==> src/rtl/lane_unpacker_if.sv <==
// Stream bundle for lane_unpacker: packed-word input side and per-lane output side.
// The slave modport is the unpacker; the master modport is whatever feeds and drains it.
interface lane_unpacker_if;
    logic        in_valid;
    logic        in_ready;
    logic [31:0] in_data;
    logic        in_lmode;
    logic        out_valid;
    logic        out_ready;
    logic [31:0] out_data;
    logic        out_last;

    modport master (
        output in_valid, in_data, in_lmode, out_ready,
        input  in_ready, out_valid, out_data, out_last
    );

    modport slave (
        input  in_valid, in_data, in_lmode, out_ready,
        output in_ready, out_valid, out_data, out_last
    );
endinterface

==> src/rtl/lane_unpacker.sv <==
// Splits a packed 32-bit adder result into one 32-bit lane or two extended 16-bit lanes,
// emitting lanes on a valid/ready stream and counting every delivered lane.
module lane_unpacker #(
    parameter bit SIGN_EXT = 1'b1
) (
    input  logic            clk,
    input  logic            rst,
    lane_unpacker_if.slave  bus,
    output logic [15:0]     lane_cnt
);

    typedef enum logic [1:0] {StIdle, StEmitFull, StEmitLo, StEmitHi} state_e;

    state_e      state_q, state_d;
    logic [31:0] word_q;
    logic        lmode_q;
    logic [15:0] lane_cnt_q;
    logic        accept;
    logic        deliver;

    function automatic logic [31:0] ext(input logic [15:0] x);
        return SIGN_EXT ? {{16{x[15]}}, x} : {16'h0000, x};
    endfunction

    assign accept   = bus.in_valid && bus.in_ready;
    assign deliver  = bus.out_valid && bus.out_ready;
    assign lane_cnt = lane_cnt_q;

    always_ff @(posedge clk) begin
        if (rst) begin
            state_q <= StIdle;
        end else begin
            state_q <= state_d;
        end
    end

    always_ff @(posedge clk) begin
        if (rst) begin
            word_q     <= 32'h0;
            lmode_q    <= 1'b0;
            lane_cnt_q <= 16'h0;
        end else begin
            if (accept) begin
                word_q  <= bus.in_data;
                lmode_q <= bus.in_lmode;
            end
            if (deliver) begin
                lane_cnt_q <= lane_cnt_q + 16'd1;
            end
        end
    end

    always_comb begin
        state_d = state_q;
        case (state_q)
            StIdle: begin
                if (accept) state_d = bus.in_lmode ? StEmitLo : StEmitFull;
            end
            StEmitLo: begin
                if (bus.out_ready) state_d = StEmitHi;
            end
            StEmitFull, StEmitHi: begin
                // Final lane leaving; a word accepted on the same edge starts without a bubble.
                if (bus.out_ready) begin
                    if (accept) state_d = bus.in_lmode ? StEmitLo : StEmitFull;
                    else        state_d = StIdle;
                end
            end
            default: state_d = StIdle;
        endcase
    end

    always_comb begin
        bus.in_ready  = 1'b0;
        bus.out_valid = 1'b0;
        bus.out_data  = 32'h0;
        case (state_q)
            StIdle: begin
                bus.in_ready = !rst;
            end
            StEmitFull: begin
                bus.out_valid = 1'b1;
                bus.out_data  = word_q;
                bus.in_ready  = !rst && bus.out_ready;
            end
            StEmitLo: begin
                bus.out_valid = 1'b1;
                bus.out_data  = ext(word_q[15:0]);
            end
            StEmitHi: begin
                bus.out_valid = 1'b1;
                bus.out_data  = ext(word_q[31:16]);
                bus.in_ready  = !rst && bus.out_ready;
            end
            default: ;
        endcase
        // In 16-bit mode only the high lane closes the word.
        bus.out_last = bus.out_valid && (!lmode_q || state_q == StEmitHi);
    end

endmodule

==> src/flat_wrapper.sv <==
// flat-port wrapper written by rule: the top's interface ports become plain ports
module lane_unpacker_flat 
#(
    parameter bit SIGN_EXT = 1'b1
)
  (clk, rst, lane_cnt, bus_in_valid, bus_in_data, bus_in_lmode, bus_out_ready, bus_in_ready, bus_out_valid, bus_out_data, bus_out_last);
  lane_unpacker_if bus_i ();
  input  logic clk;
  input  logic rst;
  output logic [15:0] lane_cnt;
  input wire logic [$bits(bus_i.in_valid)-1:0] bus_in_valid;
  input wire logic [$bits(bus_i.in_data)-1:0] bus_in_data;
  input wire logic [$bits(bus_i.in_lmode)-1:0] bus_in_lmode;
  input wire logic [$bits(bus_i.out_ready)-1:0] bus_out_ready;
  output wire logic [$bits(bus_i.in_ready)-1:0] bus_in_ready;
  output wire logic [$bits(bus_i.out_valid)-1:0] bus_out_valid;
  output wire logic [$bits(bus_i.out_data)-1:0] bus_out_data;
  output wire logic [$bits(bus_i.out_last)-1:0] bus_out_last;
  assign bus_i.in_valid = bus_in_valid;
  assign bus_i.in_data = bus_in_data;
  assign bus_i.in_lmode = bus_in_lmode;
  assign bus_i.out_ready = bus_out_ready;
  assign bus_in_ready = bus_i.in_ready;
  assign bus_out_valid = bus_i.out_valid;
  assign bus_out_data = bus_i.out_data;
  assign bus_out_last = bus_i.out_last;
  lane_unpacker #(.SIGN_EXT(SIGN_EXT)) u_core (.clk(clk), .rst(rst), .bus(bus_i), .lane_cnt(lane_cnt));
endmodule
==> config.mk <==
export PLATFORM = sky130hd
export DESIGN_NAME = lane_unpacker_flat
export DESIGN_NICKNAME = d
export VERILOG_FILES = /design/src/rtl/lane_unpacker_if.sv /design/src/rtl/lane_unpacker.sv /design/src/flat_wrapper.sv
export SDC_FILE = /design/constraint.sdc
export NUM_CORES = 1
export LEC_CHECK = 0
export CORE_MARGIN = 3
export CORE_UTILIZATION = 25
export CTS_CLUSTER_DIAMETER = 100
export DETAILED_ROUTE_END_ITERATION = 8
export GPL_ROUTABILITY_DRIVEN = 0
export GPL_TIMING_DRIVEN = 0
export HOLD_SLACK_MARGIN = 0.1
export SLEW_MARGIN = 40
export SYNTH_ARGS = -nofsm -noshare
export SYNTH_HDL_FRONTEND = slang
export SYNTH_SLANG_ARGS = --single-unit
==> constraint.sdc <==
create_clock -name clk -period 2.8 [get_ports clk]
set_clock_uncertainty 0.2 [all_clocks]
set_input_delay 0.56 -clock clk [delete_from_list [all_inputs] [get_ports clk]]
set_output_delay 0.56 -clock clk [all_outputs]
set_load 0.02 [all_outputs]
==> results.md, run 1 <==
- Register area share after synthesis: 0.407
- Maximum VDD drop: 0.184 mV
- N_diodes: 0
- CTS tree: yes
- Final core occ: 0.386
- Clock Sinks: 51
- Post-CTS setup buffer count: 0
- Post-synth EDFFs: 0
- H-tree depth: 2
- Synthesized Nets: 314
- Crit path cell chain: buf_4 -> mux2_2 -> nand2_2 -> clkbuf_8 -> a21oi_1 -> dlygate4sd2_1
- Compound-cell area share of the yosys netlist: 0.144
- Initial Utilization: 0.264
- Status: completed
- Total power: 0.00166 W
- Area contributors post-synth: dfxtp_1 41%, mux2i_1 14%, nor2_1 6.6%
- Detail-routed net length per standard cell: 15.4 microns
- Critical path arrival: 1.92 ns
- Worst Path Required: 2.04 ns
- Clock Tree Buf Depth: 2
- CTS clk-pin slew, worst paths: 0.10 ns
- Slew headroom: 0.626
- Register bit total from synthesis: 51
- Setup crit end kind: output pin
- Vias in the first global route: 2271
- Post-layout minimum cycle time: 2.68 ns
- Initial DRC count: 101
- Largest delay contributor family on the critical path: buffers and inverters
- Worst R2R Setup Slack: 0.51 ns
- PortBufs: 86
- Syn Std Cell Area: 0.00251 sq mm
- Leakage: 1.51 nW
- DPL Wire Length: 5760 microns
- Initial antenna violation count: 0
- DR DRC count: 0
- Largest net degree at the start of global routing: 17
- Adder-cell share of the synthesized area: 0.00499
- Sum Neg Setup Slack: 0 ns
- Chip height: 106 microns
- Area fraction of the dominant cell type after synthesis: 0.407
- Max-Cap Viols: 0
- Die X: 106 microns
- Post-place setup slack: -0.171 ns
- Post-DRT Antenna Nets: 0
- Pre-antenna DRT Iters: 4
- Slowest stage delay, CP: 0.36 ns
- Slowest CP cell: mux2_2
- Final hold violation count: 0
- RSZ-0062 raised after global routing: false
- Cell variety after synth: 36
- Total Routed Length: 7670 microns
- Post-synth top area cell: dfxtp_1
- Die ar.: 0.0113 sq mm
- CTS Root Cell: clkbuf_8
- Worst-margin pin slew: 0.561 ns
- Row count: 35
- Grt total ovfl: 0
- Clk Latency, worst-skew pair: 0.31 ns
- Simple logic cell fraction of the synthesized area: 0.182
- Most numerous cell in the Yosys netlist: dfxtp_1
- Total track usage: 0.133
- Post-Syn Area per Cell: 9.09 sq um
- Fraction of layout cells with a size suffix above 1: 0.0978
- Kind of critical path: flip-flop to output pin
- Synth-to-layout area growth: 46.3%
- First-pass GRT wire length: 12000 microns
- Type of the worst min-delay path: flip-flop to flip-flop
- CP Buf/Inv Count: 3
- Fmax achieved: 0.374 GHz
- Commonest cells post-synth: 51 x dfxtp_1, 44 x nor2_1, 34 x mux2i_1, 21 x a21oi_1, 17 x a22o_1
- Vias/cell: 4.65
- Vias: 2311
- Multiplexer area fraction after synthesis: 0.185
- Final Setup Violations: 0
- IO Pins: 88
- Crit path max fanout: 10
- Final Cycle Share: 0.956
- Pins Over Slew Limit: 0
- Async SR Flop Fraction: 0
- Largest family of logic cells by synthesized area: multiplexers
- Pwr/cell area: 452 mW/mm^2
- XOR/XNOR share of the synthesized area: 0.0349
- Post-synthesis instance total: 276
- Final net count: 405
- Ys Warns: 0
- Dominant synthesized flop cell: dfxtp_1
- Core box area: 0.00950 sq mm
- Clock buffer count from CTS: 5
- Final worst slack: 0.123 ns
- CP Launch Type: flip-flop
[state kept, by name (all words and copies together) (netlist names), named ones only]
register and flops:
u_core.lane_cnt 16, u_core.state_q 1, u_core.lmode_q 1, u_core.word_q 32
[cell families (layout without fill, tap and decap cells)]
logic type | after synthesis | count (layout)
AND/OR/NAND/NOR | 93 | 93
AO/OA/AOI/OAI | 51 | 51
flip-flops | 51 | 51
multiplexers | 45 | 45
buffers and inverters | 25 | 117
XOR/XNOR | 10 | 10
adder cells (fa/ha/maj) | 1 | 1
[per-layer routing]
metal,GRT usage,part of all wire,vias to the layer above
met5,0,0,-
met4,0.0435,0.013,0
met3,0.0219,0.031,8
met2,0.224,0.51,42
met1,0.173,0.45,1111
li1,-,-,1150
[layout by cell type (no fill, tap or decap), types with 7 or more instances in the layout]
cell type | netlist | final
clkdlybuf4s50_1 | 0 | 53
clkbuf_1 | 15 | 9
dlygate4sd2_1 | 0 | 26
dfxtp_1 | 51 | 50
mux2i_1 | 34 | 34
nand2b_1 | 15 | 15
nand2_1 | 8 | 7
mux2_2 | 11 | 11
clkbuf_8 | 0 | 8
a21oi_1 | 21 | 21
xnor2_1 | 7 | 7
dlymetal6s2s_1 | 0 | 7
nor2_1 | 44 | 44
a22o_1 | 17 | 17
[worst min-delay path, stage by stage, from the launching register on]
cell and delay [ns]:
dfxtp_1 0.32, o21ai_0 0.07, a21oi_1 0.06
[path summary, 6_finish.rpt]
path,start,end,cells after the start
worst max-delay path,u_core.state_q[0]$_SDFFE_PP0P_,bus_out_data[28],6
worst min-delay path,u_core.lane_cnt[15]$_SDFFE_PP0P_,u_core.lane_cnt[15]$_SDFFE_PP0P_,2
worst max register to register,u_core.lane_cnt[0]$_SDFFE_PP0P_,u_core.lane_cnt[14]$_SDFFE_PP0P_,5
worst min register to register,u_core.lane_cnt[15]$_SDFFE_PP0P_,u_core.lane_cnt[15]$_SDFFE_PP0P_,2
[report_power, final]
part / internal [W] / switching, W / total [W]
clock: 0.000294 / 0.000257 / 0.000551
combinational: 0.000158 / 0.000169 / 0.000328
sequential: 0.000755 / 0.0000243 / 0.000779
total: 0.00121 / 0.000450 / 0.00166
[timing repair]
| item | 4_1_cts | 5_1_grt |
|---|---|---|
| hold endpoints to repair | 0 | 0 |
| gates resized for setup | 41 | 8 |
| gates cloned | 0 | 0 |
| setup endpoints to repair | 34 | 17 |
| hold buffers | 0 | 0 |
| pin swaps | 0 | 0 |
[stage by stage]
stage / instances / hold slack, ns / cell area [sq um]
after floorplan: 276 / 0.261 / 2510
after global placement: 491 / 0.270 / 3530
after detailed placement: 491 / 0.282 / 3530
after CTS: 497 / 0.294 / 3650
after global routing: 497 / 0.334 / 3670
final: 497 / 0.286 / 3670
[area by class of cell]
type	instances	area, sq um
Inverter	5	18.8
Sequential cell	51	1020
Clock inverter	2	38.8
Clock buffer	6	82.6
Buffer	18	115
Multi-Input combinational cell	200	1390
Tap cell	129	161
Timing Repair Buffer	86	846
Fill cell	984	5830
Note: power is estimated with default switching activity, not from simulation.
==> run 2: changes to the inputs <==
--- a/config.mk
+++ b/config.mk
@@ -5,7 +5,6 @@
 export SDC_FILE = /design/constraint.sdc
 export NUM_CORES = 1
 export LEC_CHECK = 0
-export CORE_MARGIN = 3
 export CORE_UTILIZATION = 25
 export CTS_CLUSTER_DIAMETER = 100
 export DETAILED_ROUTE_END_ITERATION = 8
==> constraint.sdc (replaced) <==
create_clock -name clk -period 2.8 [get_ports clk]
set_clock_uncertainty 0.2 [all_clocks]
set_input_delay 0.56 -clock clk [delete_from_list [all_inputs] [get_ports clk]]
set_output_delay 0.56 -clock clk [all_outputs]
set_load 0.005 [all_outputs]
==> results.md, run 2 (same netlist as run 1, synthesis figures left out) <==
- Fmax achieved: 0.370 GHz
- Crit path max fanout: 4
- Initial DRC count: 89
- Fraction of layout cells with a size suffix above 1: 0.108
- Critical path arrival: 1.95 ns
- Final Cycle Share: 0.966
- WHS: 0.291 ns
- Met1 usage: 0.175
- N_diodes: 0
- Most frequent cells in the layout: 76 x clkdlybuf4s50_1, 50 x dfxtp_1, 44 x nor2_1
- Worst-margin pin slew: 0.585 ns
- Post-layout minimum cycle time: 2.71 ns
- M3 GR Usage: 0.0424
- Switching portion of total power: 0.274
- PortBufs: 86
- Most common cell after layout, fill and taps aside: clkdlybuf4s50_1
- Status: completed
- Slew headroom: 0.610
- Row count: 36
- H-tree depth: 2
- Clock share of power: 0.280
- IO Pins: 88
- Part of the power in registers: 0.514
- Switching power: 0.000415 W
- Top reg by flops: u_core.word_q
- CTS Root Cell: clkbuf_8
- DPL Wire Length: 5350 microns
- Die ar.: 0.0104 sq mm
- Clock buffer count from CTS: 5
- Internal power: 0.00110 W
- Final hold violation count: 0
- Pins Over Slew Limit: 0
- Clk Latency, worst-skew pair: 0.31 ns
- Combinational Power Share: 0.206
- Vias/cell: 4.54
- Kind of critical path: primary input to output pin
- Top Usage Layer GRT: met2
- Finished Layout Cells: 503
- Clock Sinks: 51
- Initial antenna violation count: 0
- CP Launch Type: primary input
- Die X: 102 microns
- DP Cell Count: 495
- Max-Cap Viols: 0
- Largest net degree at the start of global routing: 16
- DR DRC count: 0
- First-pass GRT wire length: 11300 microns
- Met2 Use GR: 0.240
- Pre-antenna DRT Iters: 4
- Pwr/cell area: 409 mW/mm^2
- Initial Utilization: 0.258
- Final Setup Violations: 0
- Grt total ovfl: 0
- Clock Tree Buf Depth: 2
- Type of the worst min-delay path: flip-flop to flip-flop
- Worst R2R Setup Slack: 0.54 ns
- CTS tree: yes
- Maximum VDD drop: 0.204 mV
- RSZ-0062 raised after global routing: false
- Vias in the first global route: 2237
- Synth-to-layout area growth: 47.7%
- Leakage: 1.46 nW
- Total track usage: 0.143
- CTS clk-pin slew, worst paths: 0.09 ns
- Worst Path Required: 2.04 ns
- Worst r2r path cells: 5
- Vias: 2284
- Core box area: 0.00973 sq mm
- Detail-routed net length per standard cell: 14.3 microns
- Max reg flops: 32
- Setup crit end kind: output pin
- Post-DRT Antenna Nets: 0
- Chip height: 102 microns
- Final net count: 407
- Total Routed Length: 7200 microns
- Worst hold path depth: 2
-- run 2: cell count changes in the layout (fill, tap and decap cells not counted), sizes merged, moves of 3 or more --
| cell | previous run | this run |
|---|---|---|
| dlymetal6s2s | 7 | 10 |
| clkdlybuf4s50 | 53 | 76 |
| buf | 5 | 8 |
| dlygate4sd2 | 26 | 0 |
-- run 2: through the flow --
| step | utilization | setup TNS [ns] | power [W] | worst slack (ns) | instance area (sq um) |
|---|---|---|---|---|---|
| 3_5_place_dp | 0.363 | -0.347 | 0.00110 | -0.0554 | 3540 |
| 6_report | 0.381 | 0 | 0.00152 | 0.0948 | 3700 |
| 5_1_grt | 0.381 | 0 | 0.00159 | 0.00283 | 3700 |
| 3_3_place_gp | 0.363 | -0.653 | 0.00110 | -0.0830 | 3540 |
| 2_1_floorplan | - | 0 | 0.000952 | 0.664 | 2510 |
| 4_1_cts | 0.375 | 0 | 0.00153 | 0.00207 | 3640 |
-- run 2: cell type report --
type	instances	area, sq um
Fill cell	996	6020
Multi-Input combinational cell	200	1400
Sequential cell	51	1020
Timing Repair Buffer	88	901
Tap cell	133	166
Buffer	18	116
Clock buffer	6	72.6
Inverter	5	18.8
Clock inverter	2	12.5
-- run 2: timing repair --
| item | 4_1_cts | 5_1_grt |
|---|---|---|
| setup buffers | 0 | 2 |
| endpoints found under the setup margin | 33 | 28 |
| gates resized for setup | 13 | 22 |
| hold buffers | 0 | 0 |
-- run 2: per-layer routing --
metal / vias to the layer above / routed length, microns
met2: 48 / 3410
met4: 0 / 94
met5: - / 0
met3: 6 / 490
met1: 1071 / 3200
li1: 1159 / -
-- run 2: final timing paths --
kind | end | start
hold reg to reg | u_core.lane_cnt[15]$_SDFFE_PP0P_ | u_core.lane_cnt[15]$_SDFFE_PP0P_
setup reg to reg | u_core.lane_cnt[14]$_SDFFE_PP0P_ | u_core.lane_cnt[0]$_SDFFE_PP0P_
setup / recovery | bus_in_ready | bus_out_ready
hold / removal | u_core.lane_cnt[15]$_SDFFE_PP0P_ | u_core.lane_cnt[15]$_SDFFE_PP0P_
-- run 2: power by group through the flow --
stage                     clock [W]  combinational [W]  sequential [W]
after global routing       0.000465           0.000343        0.000784
after global placement            0           0.000302        0.000794
after detailed placement          0           0.000304        0.000795
after CTS                  0.000440           0.000310        0.000778
after floorplan                   0           0.000164        0.000789
final                      0.000425           0.000312        0.000779
-- run 2: worst max-delay path, cell delays in order --
cell and delay, ns:
clkdlybuf4s50_1 0.55, nand2_2 0.12, a21oi_1 0.18, clkdlybuf4s50_1 0.53
